## config.mk

```make
export PLATFORM = sky130hd
export DESIGN_NAME = posit_job_host
export DESIGN_NICKNAME = d
export VERILOG_FILES = /design/src/rtl/posit_job_host.sv
export SDC_FILE = /design/constraint.sdc
export NUM_CORES = 1
export LEC_CHECK = 0
export ABC_AREA = 0
export CORE_ASPECT_RATIO = 1.25
export CORE_MARGIN = 10
export CORE_UTILIZATION = 55
export CTS_BUF_LIST = sky130_fd_sc_hd__clkbuf_8
export DETAILED_ROUTE_END_ITERATION = 6
export DONT_BUFFER_PORTS = 1
export PLACE_DENSITY = 0.82
export SYNTH_ARGS = -nofsm -noshare
export SYNTH_HDL_FRONTEND = slang
export SYNTH_SLANG_ARGS = --single-unit
```

## constraint.sdc

```tcl
create_clock -name clock -period 2 [get_ports clock]
set_input_delay 0.4 -clock clock [delete_from_list [all_inputs] [get_ports clock]]
set_output_delay 0.4 -clock clock [all_outputs]
set_load 0.03 [all_outputs]
```

## src/rtl/posit_job_host.sv

```systemverilog
// rtl/posit_job_host.sv - fabric initiator for the posit accelerator shared-memory job protocol
module posit_job_host #(
  parameter int ADDR_WIDTH = 12,
  parameter logic [ADDR_WIDTH-1:0] START_ADDR = 12'h000,
  parameter logic [ADDR_WIDTH-1:0] RESULT_ADDR = 12'h010,
  parameter int READ_LATENCY = 1,
  parameter int TIMEOUT_CYCLES = 4096
) (
  input  logic                  clock,
  input  logic                  reset,
  input  logic                  io_in_valid,
  output logic                  io_in_ready,
  input  logic [31:0]           io_num1,
  input  logic [31:0]           io_num2,
  output logic                  io_out_valid,
  input  logic                  io_out_ready,
  output logic [31:0]           io_result,
  output logic                  io_error,
  output logic                  io_busy,
  output logic [ADDR_WIDTH-1:0] io_mem_address,
  output logic                  io_mem_write,
  output logic [7:0]            io_mem_writedata,
  input  logic [7:0]            io_mem_readdata,
  output logic                  io_start,
  input  logic                  io_completed
);

  localparam int CW = $clog2(TIMEOUT_CYCLES + 1);
  localparam logic [2:0] RD_LAT = 3'(READ_LATENCY);
  localparam logic [2:0] RD_LAST = 3'(3 + READ_LATENCY);
  localparam logic [CW-1:0] RUN_LAST = CW'(TIMEOUT_CYCLES - 1);

  typedef enum logic [2:0] {
    S_IDLE,
    S_WRITE,
    S_WAIT_CLR,
    S_RUN,
    S_READ,
    S_RESP
  } state_t;

  state_t                  state_q, state_d;
  logic [31:0]             num1_q, num2_q, result_q;
  logic                    error_q;
  logic [2:0]              beat_q;
  logic [2:0]              rd_q;
  logic [CW-1:0]           run_q;
  logic [ADDR_WIDTH-1:0]   addr_q;
  logic [63:0]             ops;
  logic [1:0]              cap_idx;
  logic                    run_timeout;

  logic                    in_ready_c, out_valid_c, write_c, start_c;
  logic [ADDR_WIDTH-1:0]   addr_c;
  logic [7:0]              wdata_c;

  assign ops         = {num2_q, num1_q};
  assign cap_idx     = 2'(rd_q - RD_LAT);
  assign run_timeout = (run_q == RUN_LAST);

  always_comb begin
    state_d    = state_q;
    in_ready_c = 1'b0;
    out_valid_c = 1'b0;
    write_c    = 1'b0;
    start_c    = 1'b0;
    addr_c     = addr_q;
    wdata_c    = 8'h00;
    case (state_q)
      S_IDLE: begin
        in_ready_c = 1'b1;
        if (io_in_valid) state_d = S_WRITE;
      end
      S_WRITE: begin
        write_c = 1'b1;
        addr_c  = START_ADDR + ADDR_WIDTH'(beat_q);
        wdata_c = ops[{beat_q, 3'b000} +: 8];
        if (beat_q == 3'd7) state_d = S_WAIT_CLR;
      end
      S_WAIT_CLR: begin
        // a completion left high by the previous job must not start this one
        if (!io_completed) state_d = S_RUN;
      end
      S_RUN: begin
        start_c = 1'b1;
        if (io_completed) state_d = S_READ;
        else if (run_timeout) state_d = S_RESP;
      end
      S_READ: begin
        if (rd_q < 3'd4) addr_c = RESULT_ADDR + ADDR_WIDTH'(rd_q);
        if (rd_q == RD_LAST) state_d = S_RESP;
      end
      S_RESP: begin
        out_valid_c = 1'b1;
        if (io_out_ready) state_d = S_IDLE;
      end
      default: state_d = S_IDLE;
    endcase
  end

  always_ff @(posedge clock) begin
    if (reset) begin
      state_q  <= S_IDLE;
      num1_q   <= '0;
      num2_q   <= '0;
      result_q <= '0;
      error_q  <= 1'b0;
      beat_q   <= '0;
      rd_q     <= '0;
      run_q    <= '0;
      addr_q   <= '0;
    end else begin
      state_q <= state_d;
      addr_q  <= addr_c;
      case (state_q)
        S_IDLE: begin
          if (io_in_valid) begin
            num1_q   <= io_num1;
            num2_q   <= io_num2;
            result_q <= '0;
            error_q  <= 1'b0;
            beat_q   <= '0;
            rd_q     <= '0;
            run_q    <= '0;
          end
        end
        S_WRITE: beat_q <= beat_q + 3'd1;
        S_WAIT_CLR: run_q <= '0;
        S_RUN: begin
          if (io_completed) begin
            run_q <= '0;
            rd_q  <= '0;
          end else if (run_timeout) begin
            run_q    <= '0;
            error_q  <= 1'b1;
            result_q <= '0;
          end else begin
            run_q <= run_q + 1'b1;
          end
        end
        S_READ: begin
          rd_q <= rd_q + 3'd1;
          if (rd_q >= RD_LAT) result_q[{cap_idx, 3'b000} +: 8] <= io_mem_readdata;
        end
        default: ;
      endcase
    end
  end

  // every output is forced low while reset is held, even before the state register clears
  assign io_in_ready      = in_ready_c & ~reset;
  assign io_out_valid     = out_valid_c & ~reset;
  assign io_mem_write     = write_c & ~reset;
  assign io_start         = start_c & ~reset;
  assign io_busy          = (state_q != S_IDLE) & ~reset;
  assign io_error         = error_q & ~reset;
  assign io_result        = reset ? 32'h0 : result_q;
  assign io_mem_address   = reset ? '0 : addr_c;
  assign io_mem_writedata = reset ? 8'h00 : wdata_c;

endmodule

```

==> results.toml <==
[status]
outcome = "finished with violations"
violations = "negative setup slack"

[clock_network]
cts_htree_levels = 4
tritoncts_clock_tree = "done"
cts.hold.buffers_added = 0
clock_slew_at_the_register_clock_pins_of_the_worst_setup_and_hold_paths_ps = 80
ctsRootBufferMaster = "sky130_fd_sc_hd__clkbuf_8"
clock_buffers_created_by_tritoncts = 17
max-clock-path-buffers = 2
cts_sinks = 131
clock_latency_ps = 450

[floorplan]
die_area_um2 = 15300
num_io_pins = 135
core_um2 = 10500
core.rowCount = 42
die_w_um = 112
chipHeight_um = 136
initial_utilization_pct = 56.0

[min_path]
whs_path_depth = 1
hold_class = "primary input to flip-flop"
timing.hold.worst.start = "io_mem_readdata[5]"
end_point_of_the_most_critical_hold_path = "result_q[21]"

[power]
share_comb_of_total_power_pct = 9.6
p_leak_nw = 2.70
net-switching-power_mw = 1.47
netSwitchingFraction_pct = 26.5
clkPwrFrac_pct = 41.2
power_density_nw_per_um2 = 792
max-vdd-ir-drop_uv = 759
p_seq_share_pct = 49.2
power_report.internal_total_mw = 4.08

[timing]
setup_viol_count_final = 20
max_freq_mhz = 432
finalHoldViolCount = 0
post-route-worst-setup-slack_ps = -316
rsz0062_at_grt = "true"
worst_slew_margin_rel_pct = 55.1
fin_crit_sh_pct = 116
worst_slew_pin_slew_ps = 671
min_period_ps = 2320
whs_ps = 73.1
finClkSkew_ps = 12.9
timing.final.max_slew_violations = 0

[detailed_routing]
route.detailed.vias_per_inst = 5.78
route.detailed.wl_per_inst_um = 18.9
detail_route.drc_violations = 0
num_vias = 4865
finalWirelength_um = 16000
number_of_design_rule_violations_left_by_the_first_detailed_router_iteration = 228
drt_pass1_iterations = 5
antenna_left = 0

[critical_path]
cp.arrival_ps = 1920
slowest_delay_ps = 520
setup.worst_path.class = "flip-flop to output pin"
crit_path_end_kind = "output pin"
worst_r2r_path_depth = 6
crit_path_max_fanout = 8
path_cells = "buf_12 -> mux4_2 -> mux2i_1 -> nor2_1 -> buf_4"
cpMaxStageDelayCell = "sky130_fd_sc_hd__mux4_2"
worst_setup_path_start_kind = "flip-flop"
worstPathRequired_ps = 1600
reg2reg_from = "rd_q[1]"
regToRegEndpoint = "result_q[23]"
setup.reg_to_reg.worst_slack_ps = 110

[cells_and_area]
drive_above_1_share_pct = 20.4
most_frequent_standard_cell_in_the_layout_excluding_fill_and_tap_cells = "sky130_fd_sc_hd__nand2_1"
fillers = 836
antenna-diode-count = 0
layout-area-overhead-vs-synth_pct = 19.1
mostFrequentLayoutCells = "sky130_fd_sc_hd__nand2_1, sky130_fd_sc_hd__dfxtp_1, sky130_fd_sc_hd__a21oi_1"
final_nets = 783

[placement]
setup_slack_at_placement_ps = -134
finalWeightedCongestion = 0.840
buffer_ports.inserted = 0
place_hpwl_um = 10900

[synth]
synth_enable_flop_cells = 0
synth_async_sr_flop_share_pct = 0
synthDistinctLibCells = 56
synth.ff_latch_count = 131
synthesis.area_um2 = 5880
ys_seq_area_share_pct = 44.6
yosysWarnings = 0
synthesis.area_per_instance_um2 = 8.66
synth_ff_type = "sky130_fd_sc_hd__dfxtp_1"
synthCells = 679
mappedNetlistNets = 765

[global_route]
largest_net_degree_at_the_start_of_global_routing = 116
antenna_found_initial = 0
global_route_wire_length_before_repair_um = 24900
first_global_vias = 4940
gr-total-overflow = 0
grt.total_usage_pct = 20.1

[job]
timing.max_cap.violations = 0
-- synthesized netlist by cell type (5+ instances only) --
master | number | area share [%]
sky130_fd_sc_hd__o21ai_0 | 7 | 0.60
sky130_fd_sc_hd__ha_1 | 9 | 1.9
sky130_fd_sc_hd__nor3_1 | 5 | 0.43
sky130_fd_sc_hd__nand2_1 | 178 | 11
sky130_fd_sc_hd__xor2_1 | 7 | 1.0
sky130_fd_sc_hd__mux2i_1 | 26 | 4.4
sky130_fd_sc_hd__and4_1 | 5 | 0.74
sky130_fd_sc_hd__and2_1 | 9 | 0.96
sky130_fd_sc_hd__mux4_2 | 16 | 6.1
sky130_fd_sc_hd__clkbuf_1 | 20 | 1.3
sky130_fd_sc_hd__dfxtp_1 | 131 | 45
sky130_fd_sc_hd__buf_1 | 8 | 0.51
sky130_fd_sc_hd__a22o_1 | 9 | 1.3
sky130_fd_sc_hd__inv_1 | 29 | 1.9
sky130_fd_sc_hd__a22oi_1 | 6 | 0.77
sky130_fd_sc_hd__a21oi_1 | 79 | 6.7
sky130_fd_sc_hd__buf_2 | 15 | 1.3
sky130_fd_sc_hd__nor2_1 | 40 | 2.6
sky130_fd_sc_hd__o32ai_1 | 8 | 1.2
sky130_fd_sc_hd__nor2b_1 | 20 | 2.1
-- kinds of logic after synthesis --
logic type	share of synthesized area (%)
buf+inv	5.23
simple gates	22.2
xor+xnor	1.04
fa+ha+maj	1.91
compound gates	14.2
mux	10.7
flops	44.6
-- power groups by stage --
| stage | clock network (mW) | registers (mW) | logic [mW] |
|---|---|---|---|
| 6_report | 2.28 | 2.73 | 0.534 |
| 3_5_place_dp | 0 | 2.79 | 0.436 |
| 4_1_cts | 2.31 | 2.73 | 0.503 |
| 2_1_floorplan | 0 | 2.77 | 0.366 |
| 5_1_grt | 2.44 | 2.74 | 0.579 |
| 3_3_place_gp | 0 | 2.79 | 0.423 |
-- state kept, by name, summed over array words and instances, names as in the netlist --
signal    cells
error_q       1
addr_q       12
num2_q       32
run_q        13
num1_q       32
state_q       3
result_q     32
beat_q        3
rd_q          3
-- critical path: cells and delay by family (launching register included) --
family	cells	cell delay, ps
mux	2	690
flops	1	390
buf+inv	2	320
simple gates	1	70
-- cell type report --
type,count,area [um^2],share of cell area [%]
clock buffer,18,248,3.54
clock inverter,14,153,2.18
inverter,31,119,1.70
multi-input combinational,474,3200,45.7
sequential,131,2640,37.7
tap,132,165,2.36
timing repair buffer,42,484,6.91
-- through the flow --
stage | total power, mW | setup TNS [ps] | utilization (%) | std cells | instance area, um^2
after detailed placement | 3.23 | -680 | 58.7 | 799 | 6170
final | 5.55 | -3490 | 66.7 | 842 | 7010
after floorplan | 3.14 | -673 | - | 679 | 5900
after global routing | 5.76 | -4740 | 66.7 | 842 | 7010
after CTS | 5.55 | -3360 | 65.5 | 837 | 6880
after global placement | 3.21 | -57.4 | 58.7 | 799 | 6170
-- per-layer routing --
| metal | part of all wire, % | global-route usage [%] | wire (um) | vias to the layer above |
|---|---|---|---|---|
| met1 | 38 | 21.2 | 6070 | 2338 |
| met2 | 52 | 35.1 | 8310 | 159 |
| met4 | 1.9 | 7.84 | 307 | 0 |
| met3 | 7.9 | 8.02 | 1270 | 20 |
| li1 | - | - | - | 2348 |
| met5 | 0 | 0 | 0 | - |
-- worst max-delay path by stage --
| stage | startpoint | end | cells after the start |
|---|---|---|---|
| 2_1_floorplan | beat_q[1] | io_mem_writedata[0] | 5 |
| 3_5_place_dp | state_q[1] | io_mem_address[2] | 3 |
| 3_3_place_gp | state_q[1] | io_mem_address[2] | 3 |
| 5_1_grt | beat_q[0] | io_mem_writedata[5] | 5 |
| 6_report | beat_q[0] | io_mem_writedata[5] | 5 |
| 4_1_cts | beat_q[0] | io_mem_writedata[5] | 5 |
-- timing repair --
item / 4_1_cts / 5_1_grt
gates resized for setup: 66 / 18
endpoints found under the setup margin: 22 / 39
pin swaps: 15 / 10
cloned: 1 / 2
setup buffers: 5 / 4
Note: power is estimated with default switching activity, not from simulation.
